--- config.mk ---
export PLATFORM = sky130hd
export DESIGN_NAME = consmax_lut_loader
export DESIGN_NICKNAME = d
export VERILOG_FILES = /design/src/rtl/consmax_lut_pkg.sv /design/src/rtl/consmax_lut_loader.sv
export SDC_FILE = /design/constraint.sdc
export NUM_CORES = 1
export LEC_CHECK = 0
export ABC_AREA = 1
export CAP_MARGIN = 10
export CORE_ASPECT_RATIO = 0.9
export CORE_UTILIZATION = 39
export CTS_CLUSTER_SIZE = 8
export DETAILED_ROUTE_END_ITERATION = 12
export MAX_ROUTING_LAYER = met4
export SYNTH_ARGS = -nofsm -noshare
export SYNTH_HDL_FRONTEND = slang
export SYNTH_SLANG_ARGS = --single-unit
--- constraint.sdc ---
create_clock -name clk -period 1.4 [get_ports clk]
set_input_delay 0.35 -clock clk [delete_from_list [all_inputs] [get_ports clk]]
set_output_delay 0.35 -clock clk [all_outputs]
set_load 0.02 [all_outputs]
--- src/rtl/consmax_lut_pkg.sv ---
// ---------------------------------------------------------------------------
// consmax_lut_pkg
// Shared constants and types for the ConSmax LUT loader.
//   LUT_ADDR_DEF    : default address width of one ConSmax LUT
//   LUT_DATA_DEF    : default LUT entry width (BF16)
//   NUM_ENTRIES     : total entries across both LUTs at the defaults
//   lut_state_e     : loader FSM states
// ---------------------------------------------------------------------------
package consmax_lut_pkg;

    localparam int LUT_ADDR_DEF = 4;
    localparam int LUT_DATA_DEF = 16;
    localparam int NUM_ENTRIES  = 2 * (2 ** LUT_ADDR_DEF);

    typedef enum logic [2:0] {
        IDLE = 3'd0,
        LO   = 3'd1,
        HI   = 3'd2,
        WR   = 3'd3,
        CLO  = 3'd4,
        CHI  = 3'd5,
        DONE = 3'd6
    } lut_state_e;

endpackage

--- src/rtl/consmax_lut_loader.sv ---
// ---------------------------------------------------------------------------
// consmax_lut_loader
// Loads both ConSmax lookup tables from a byte stream. Each entry arrives as
// two bytes (low byte first) and is written with a single lut_wen strobe.
// Entries 0..2**LUT_ADDR-1 land in LUT0, the rest in LUT1 (lut_waddr MSB).
//
// Optional feature (macro CONSMAX_LUT_CHECKSUM_EN):
//   after the last entry a 16-bit checksum word (low byte first) is read and
//   compared with the XOR of every written word; a mismatch sets err, which
//   stays set until the next start. Without the macro err is tied low and
//   the checksum states and register are not built.
//
// Ports:
//   clk, rstn         clock, asynchronous active-low reset
//   start             one-cycle load request (honoured only when idle)
//   abort             cancels a load in progress, returns to idle
//   in_byte/in_valid  programming byte stream
//   in_ready          loader can take in_byte this cycle
//   lut_waddr         write address, MSB selects LUT1
//   lut_wen           one-cycle write strobe
//   lut_wdata         write data, held between writes
//   busy              load in progress
//   done              one-cycle pulse when a load completes
//   err               checksum mismatch flag
// ---------------------------------------------------------------------------
module consmax_lut_loader
    import consmax_lut_pkg::*;
#(
    parameter int LUT_ADDR = LUT_ADDR_DEF,
    parameter int LUT_DATA = LUT_DATA_DEF
) (
    input  logic                clk,
    input  logic                rstn,
    input  logic                start,
    input  logic                abort,
    input  logic [7:0]          in_byte,
    input  logic                in_valid,
    output logic                in_ready,
    output logic [LUT_ADDR:0]   lut_waddr,
    output logic                lut_wen,
    output logic [LUT_DATA-1:0] lut_wdata,
    output logic                busy,
    output logic                done,
    output logic                err
);

    localparam int CNT_W   = LUT_ADDR + 1;
    localparam int NUM_ENT = 2 * (2 ** LUT_ADDR);

    lut_state_e       state;
    logic [CNT_W-1:0] entry_cnt;
    logic [7:0]       lo_byte;
    logic             wen_q;
    logic             done_q;
    logic             last_entry;
    logic             accept_state;

`ifdef CONSMAX_LUT_CHECKSUM_EN
    logic [15:0]      csum;
    logic [7:0]       rx_lo;
    logic             err_q;
`endif

    assign last_entry = (entry_cnt == CNT_W'(NUM_ENT - 1));

    // States that consume a byte from the stream.
    assign accept_state = (state == LO) || (state == HI) ||
                          (state == CLO) || (state == CHI);

    // abort blocks byte transfer in the same cycle it is raised.
    assign in_ready = accept_state && !abort;
    assign busy     = (state != IDLE);

    // The strobe and done pulse are registered, but an abort raised in the
    // very cycle they are presented still suppresses them.
    assign lut_wen  = wen_q  && !abort;
    assign done     = done_q && !abort;

`ifdef CONSMAX_LUT_CHECKSUM_EN
    assign err = err_q;
`else
    assign err = 1'b0;
`endif

    // Main loader FSM. The low byte is staged in lo_byte so that lut_wdata
    // only changes on the transition into WR and otherwise holds the last
    // written word. abort from any busy state takes priority over everything.
    always_ff @(posedge clk or negedge rstn) begin
        if (!rstn) begin
            state     <= IDLE;
            entry_cnt <= '0;
            lo_byte   <= '0;
            wen_q     <= 1'b0;
            done_q    <= 1'b0;
            lut_waddr <= '0;
            lut_wdata <= '0;
`ifdef CONSMAX_LUT_CHECKSUM_EN
            csum      <= '0;
            rx_lo     <= '0;
            err_q     <= 1'b0;
`endif
        end else begin
            wen_q  <= 1'b0;
            done_q <= 1'b0;
            if (abort) begin
                state <= IDLE;
            end else begin
                case (state)
                    IDLE: begin
                        if (start) begin
                            state     <= LO;
                            entry_cnt <= '0;
`ifdef CONSMAX_LUT_CHECKSUM_EN
                            csum      <= '0;
                            err_q     <= 1'b0;
`endif
                        end
                    end
                    LO: begin
                        if (in_valid) begin
                            lo_byte <= in_byte;
                            state   <= HI;
                        end
                    end
                    HI: begin
                        if (in_valid) begin
                            lut_wdata <= LUT_DATA'({in_byte, lo_byte});
                            lut_waddr <= entry_cnt;
                            wen_q     <= 1'b1;
                            state     <= WR;
                        end
                    end
                    WR: begin
                        entry_cnt <= entry_cnt + 1'b1;
`ifdef CONSMAX_LUT_CHECKSUM_EN
                        csum <= csum ^ lut_wdata[15:0];
                        if (last_entry) begin
                            state <= CLO;
                        end else begin
                            state <= LO;
                        end
`else
                        if (last_entry) begin
                            state  <= DONE;
                            done_q <= 1'b1;
                        end else begin
                            state <= LO;
                        end
`endif
                    end
`ifdef CONSMAX_LUT_CHECKSUM_EN
                    CLO: begin
                        if (in_valid) begin
                            rx_lo <= in_byte;
                            state <= CHI;
                        end
                    end
                    CHI: begin
                        if (in_valid) begin
                            err_q  <= ({in_byte, rx_lo} != csum);
                            state  <= DONE;
                            done_q <= 1'b1;
                        end
                    end
`endif
                    DONE: begin
                        state <= IDLE;
                    end
                    default: begin
                        state <= IDLE;
                    end
                endcase
            end
        end
    end

endmodule
Word level (Yosys, flattened, before mapping)
Index checks and enable logic that the tools add are counted.
{"block": "classes", "n_addsub": 1, "eq_ne": 10, "muxes": 14, "bitwise": 1, "n_reduce_logical": 14}
{"op": "$mux W3", "n": 5}
{"op": "$pmux W3 S4", "n": 1}
{"op": "$reduce_and A3 Y1", "n": 4}
{"op": "$pmux W5 S2", "n": 1}
{"op": "$ne A3 B3 Y1 const B", "n": 3}
{"op": "$eq A3 B2 Y1 const B", "n": 2}
{"op": "$eq A3 B3 Y1 const B", "n": 2}
{"op": "$mux W1", "n": 6}
{"op": "$add A5 B1 Y5 const B", "n": 1}
{"op": "$eq A5 B5 Y1 const B", "n": 1}
{"op": "$mux W5", "n": 1}
{"op": "$eq A3 B1 Y1 const B", "n": 1}
{"op": "$logic_and A1 B1 Y1", "n": 3}
{"op": "$logic_not A3 Y1", "n": 1}
{"op": "$logic_or A1 B1 Y1", "n": 3}
{"op": "$reduce_bool A3 Y1", "n": 1}
{"op": "$ne A2 B2 Y1 const B", "n": 1}
{"op": "$reduce_bool A2 Y1", "n": 1}
{"op": "$logic_not A1 Y1", "n": 1}
{"op": "$not A1 Y1", "n": 1}
{"block": "word_totals", "reg_bits": 39, "inputBits": 13, "out_inout_bits": 26, "elab_cells": 47}

Longest topological paths before layout
{"block": "logic_depth", "ltp_word": 5, "depth_mapped": 8, "mapped_depth_nobuf": 8}

Worst setup path before layout
Ideal clock, no wire load.
{"block": "synth_path", "path_type": "register to output", "start": "register state[0]", "end": "output in_ready", "arrival_ns": 1.124, "t_required_ns": 1.050, "path_slack_ns": -0.074, "path_stages_with_launch": 5, "path_buffers": 0, "cell_sequence": "dfrtp_1 -> nor2_4 -> nand2_1 -> nand2_1 -> a21oi_1"}
{"block": "synth_between", "elab_chain_cells": 5, "word_cells_on_any_way": 8, "classes_between": "eq/ne: 4; reduce/logical: 4"}
{"element": "from (decl)", "line": "consmax_lut_loader.sv:50", "rtl": "lut_state_e state;"}
{"element": "from (signal assigned)", "line": "consmax_lut_loader.sv:90", "rtl": "state <= IDLE;"}
{"element": "from (signal assigned)", "line": "consmax_lut_loader.sv:106", "rtl": "state <= IDLE;"}
{"element": "from (signal assigned)", "line": "consmax_lut_loader.sv:111", "rtl": "state <= LO;"}
{"element": "$eq A3 B1 Y1 or $eq A3 B2 Y1 (tied branches)", "line": "consmax_lut_loader.sv:67", "rtl": "assign accept_state = (state == LO) || (state == HI) ||"}
{"element": "$logic_or A1 B1 Y1 (2 in a row)", "line": "consmax_lut_loader.sv:67"}
{"element": "$logic_or A1 B1 Y1 *", "line": "consmax_lut_loader.sv:68", "rtl": "(state == CLO) || (state == CHI);"}
{"element": "$logic_and A1 B1 Y1 *", "line": "consmax_lut_loader.sv:71", "rtl": "assign in_ready = accept_state && !abort;"}
{"element": "to (decl)", "line": "consmax_lut_loader.sv:38", "rtl": "output logic in_ready,"}
Every way passes the cells marked *; elsewhere a longest branch is shown, timed or not.

Final worst setup path
{"block": "layout_path", "start": "register state[2]", "end": "output in_ready"}
Same word-level chain as after synthesis.

==> metrics <==
status=finished with violations; failing checks=negative setup slack; post-synthesis simple-gate area fraction=0.241; max-cap violation count=0; pwr dens=1810 nW/um2; Req. time, crit path=1.05 ns; flops & latches, synth=39; Root Buffer=clkbuf_8; minimum hold slack=0.00981 ns; ant diodes=0; num rows=22; TritonCTS Buffers=5; total global routing overflow=0; Final ANT Viol Nets=0; period utilization=1.10; largest net degree at the start of global routing=40; Layout Skew=0.00161 ns; number of port buffers=37; Slew Viols, Final=0; vias in the first global route=1,317; worst skew pair latency=0.29 ns; leak pwr=1.29 nW; # setup viols final=2; combinational family with the most area after synthesis=simple AND/OR/NAND/NOR gates; Worst EP arrival=1.19 ns; Reg-to-Reg Start=state[2]$_DFFE_PN0P_; PnR worst setup slack=-0.137 ns; Setup CP Type=reg -> out; worst min path class=in -> async; Initial Util=0.414; DR vias=1,393; worst-path fanout max=3; hold_buf cts=0; layout cells sized above 1=0.206; Die ar.=4650 um2; initial drt markers=77; synthesis-to-layout area growth=37.3%; Worst Setup End Kind=output pin; RSZ-0062 raised after global routing=true; first-pass GRT wire length=5820 um; area leader, netlist=dfrtp_1; worst-case vdd ir drop=983 uV; commonest non-fill, non-tap cell in the layout=nand2_1; synthesized area=1710 um2; post-synthesis compound-gate area fraction=0.0783; Ys Warns=0; initial antenna violation count=0; FMAX=0.651 GHz; post-synthesis mux area share=0; CP startpoint=state[2]$_DFFE_PN0P_; Vias/cell=4.63; synth top area cells=dfrtp_1, nand2_1, o21ai_1; most frequent cells in the layout=nand2_1, dfrtp_1, o21ai_1; fin crit period=1.54 ns; synth unique cells=22; per-cell routed wire length=10.9 um; CTS tree=built; DR pass1 iterations=4; Die Y=64.8 um; Worst-path clk slew=0.07 ns; Final Hold Fails=0; Synth top area share=0.571; Synth Area in XOR/XNOR=0.00512; Post-Synth Adder-Cell Area=0.0146; Post-Synthesis Cells=193; HPWL Detailed=2310 um; Final #Nets=267; reg2reg path depth=7; Routed WL=3290 um; Post-Syn Area per Cell=8.86 um2; # DRC=0; sequential share of the synthesized area=0.571; RePlAce Congestion=0.863; die width=71.8 um; CTS Buffer Depth=2; post-synthesis net count=208; startpoint types=register; Total GRT Usage=0.171; clock sinks=39; Core ar.=4130 um2; total power=0.00425 W; H-Tree Depth=2; # IOs=39
[stage by stage]
stage | utilization | instance area [um2] | cells | setup TNS [ns] | setup WS [ns]
finish | 0.568 | 2350 | 301 | -0.167 | -0.137
global route | 0.568 | 2350 | 301 | -0.931 | -0.186
CTS | 0.561 | 2320 | 300 | -0.194 | -0.160
detailed placement | 0.546 | 2250 | 290 | -15.29 | -0.588
global placement | 0.546 | 2250 | 290 | -15.36 | -0.585
floorplan | - | 1710 | 193 | 0 | 0.0291
[area by class of cell]
class	count	area, um2
clock buffer	7	76.3
tap	48	60.1
clock inverter	1	5.00
sequential	39	976
multi-input combinational	123	603
timing repair buffer	58	529
inverter	25	96.3
fill	376	1780
[kinds of logic (layout without fill, tap and decap cells)]
kind of cell / count (synthesis) / count (layout)
DFF: 39 / 39
xor gates and xnor gates: 1 / 1
other: 1 / 1
adders and majority gates: 2 / 2
buffers and inverters: 31 / 91
AOI/OAI and AO/OA: 26 / 26
and+or+nand+nor: 93 / 93
[worst paths after layout]
| check | endpoint | slack, ns |
|---|---|---|
| min | entry_cnt[3]$_DFFE_PN0P_ | 0.01 |
| max | in_ready | -0.14 |
| min in group clk | lut_wdata[1]$_DFFE_PN0P_ | 0.47 |
| max in group asynchronous | lut_waddr[2]$_DFFE_PN0P_ | 1.20 |
| max reg2reg | lut_wdata[9]$_DFFE_PN0P_ | 0 |
| min reg2reg | lut_wdata[1]$_DFFE_PN0P_ | 0.47 |
[synthesized netlist by cell type]
| library cell | n |
|---|---|
| nand2_1 | 67 |
| dfrtp_1 | 39 |
| o21ai_1 | 23 |
| inv_1 | 19 |
| nand3_1 | 10 |
| nor2_1 | 6 |
| inv_2 | 5 |
| buf_4 | 3 |
| buf_6 | 3 |
| ha_1 | 2 |
| nand2_2 | 2 |
| nand4_1 | 2 |
| nor2_2 | 2 |
| nor2_4 | 2 |
| a21oi_1 | 1 |
| clkinv_1 | 1 |
| conb_1 | 1 |
| nand3_2 | 1 |
| nand3_4 | 1 |
| o21ai_0 | 1 |
| o21ai_2 | 1 |
| xor2_1 | 1 |
[critical path, stage by stage (launching register included)]
cell and delay, ns:
dfrtp_1 0.41, nor2_4 0.16, nand2_2 0.09, nand2_2 0.06
a21oi_2 0.03, buf_4 0.15
[layer usage]
metal  global-route usage  vias to the layer above  part of all wire
li1                     -                      717                 -
met4               0.0882                        0             0.023
met5                    -                        -                 0
met2                0.259                       33              0.45
met3               0.0389                        8             0.041
met1                0.213                      635              0.48
[repair_timing]
item,in CTS,in global routing
cloned,0,0
setup buffers,2,1
pin swaps,4,3
setup endpoints to repair,56,24
gates resized for setup,43,8
[registers in the layout (all words and copies together) (netlist names)]
name       count
done_q         1
entry_cnt      5
lo_byte        8
lut_waddr      5
lut_wdata     16
state          3
wen_q          1
[power by group]
group / total (W) / internal [W] / switching (W)
sequential: 0.00176 / 0.00154 / 0.000214
clock: 0.000725 / 0.000349 / 0.000375
combinational: 0.00177 / 0.000761 / 0.00101
total: 0.00425 / 0.00265 / 0.00160
(Power assumes the default switching activity.)
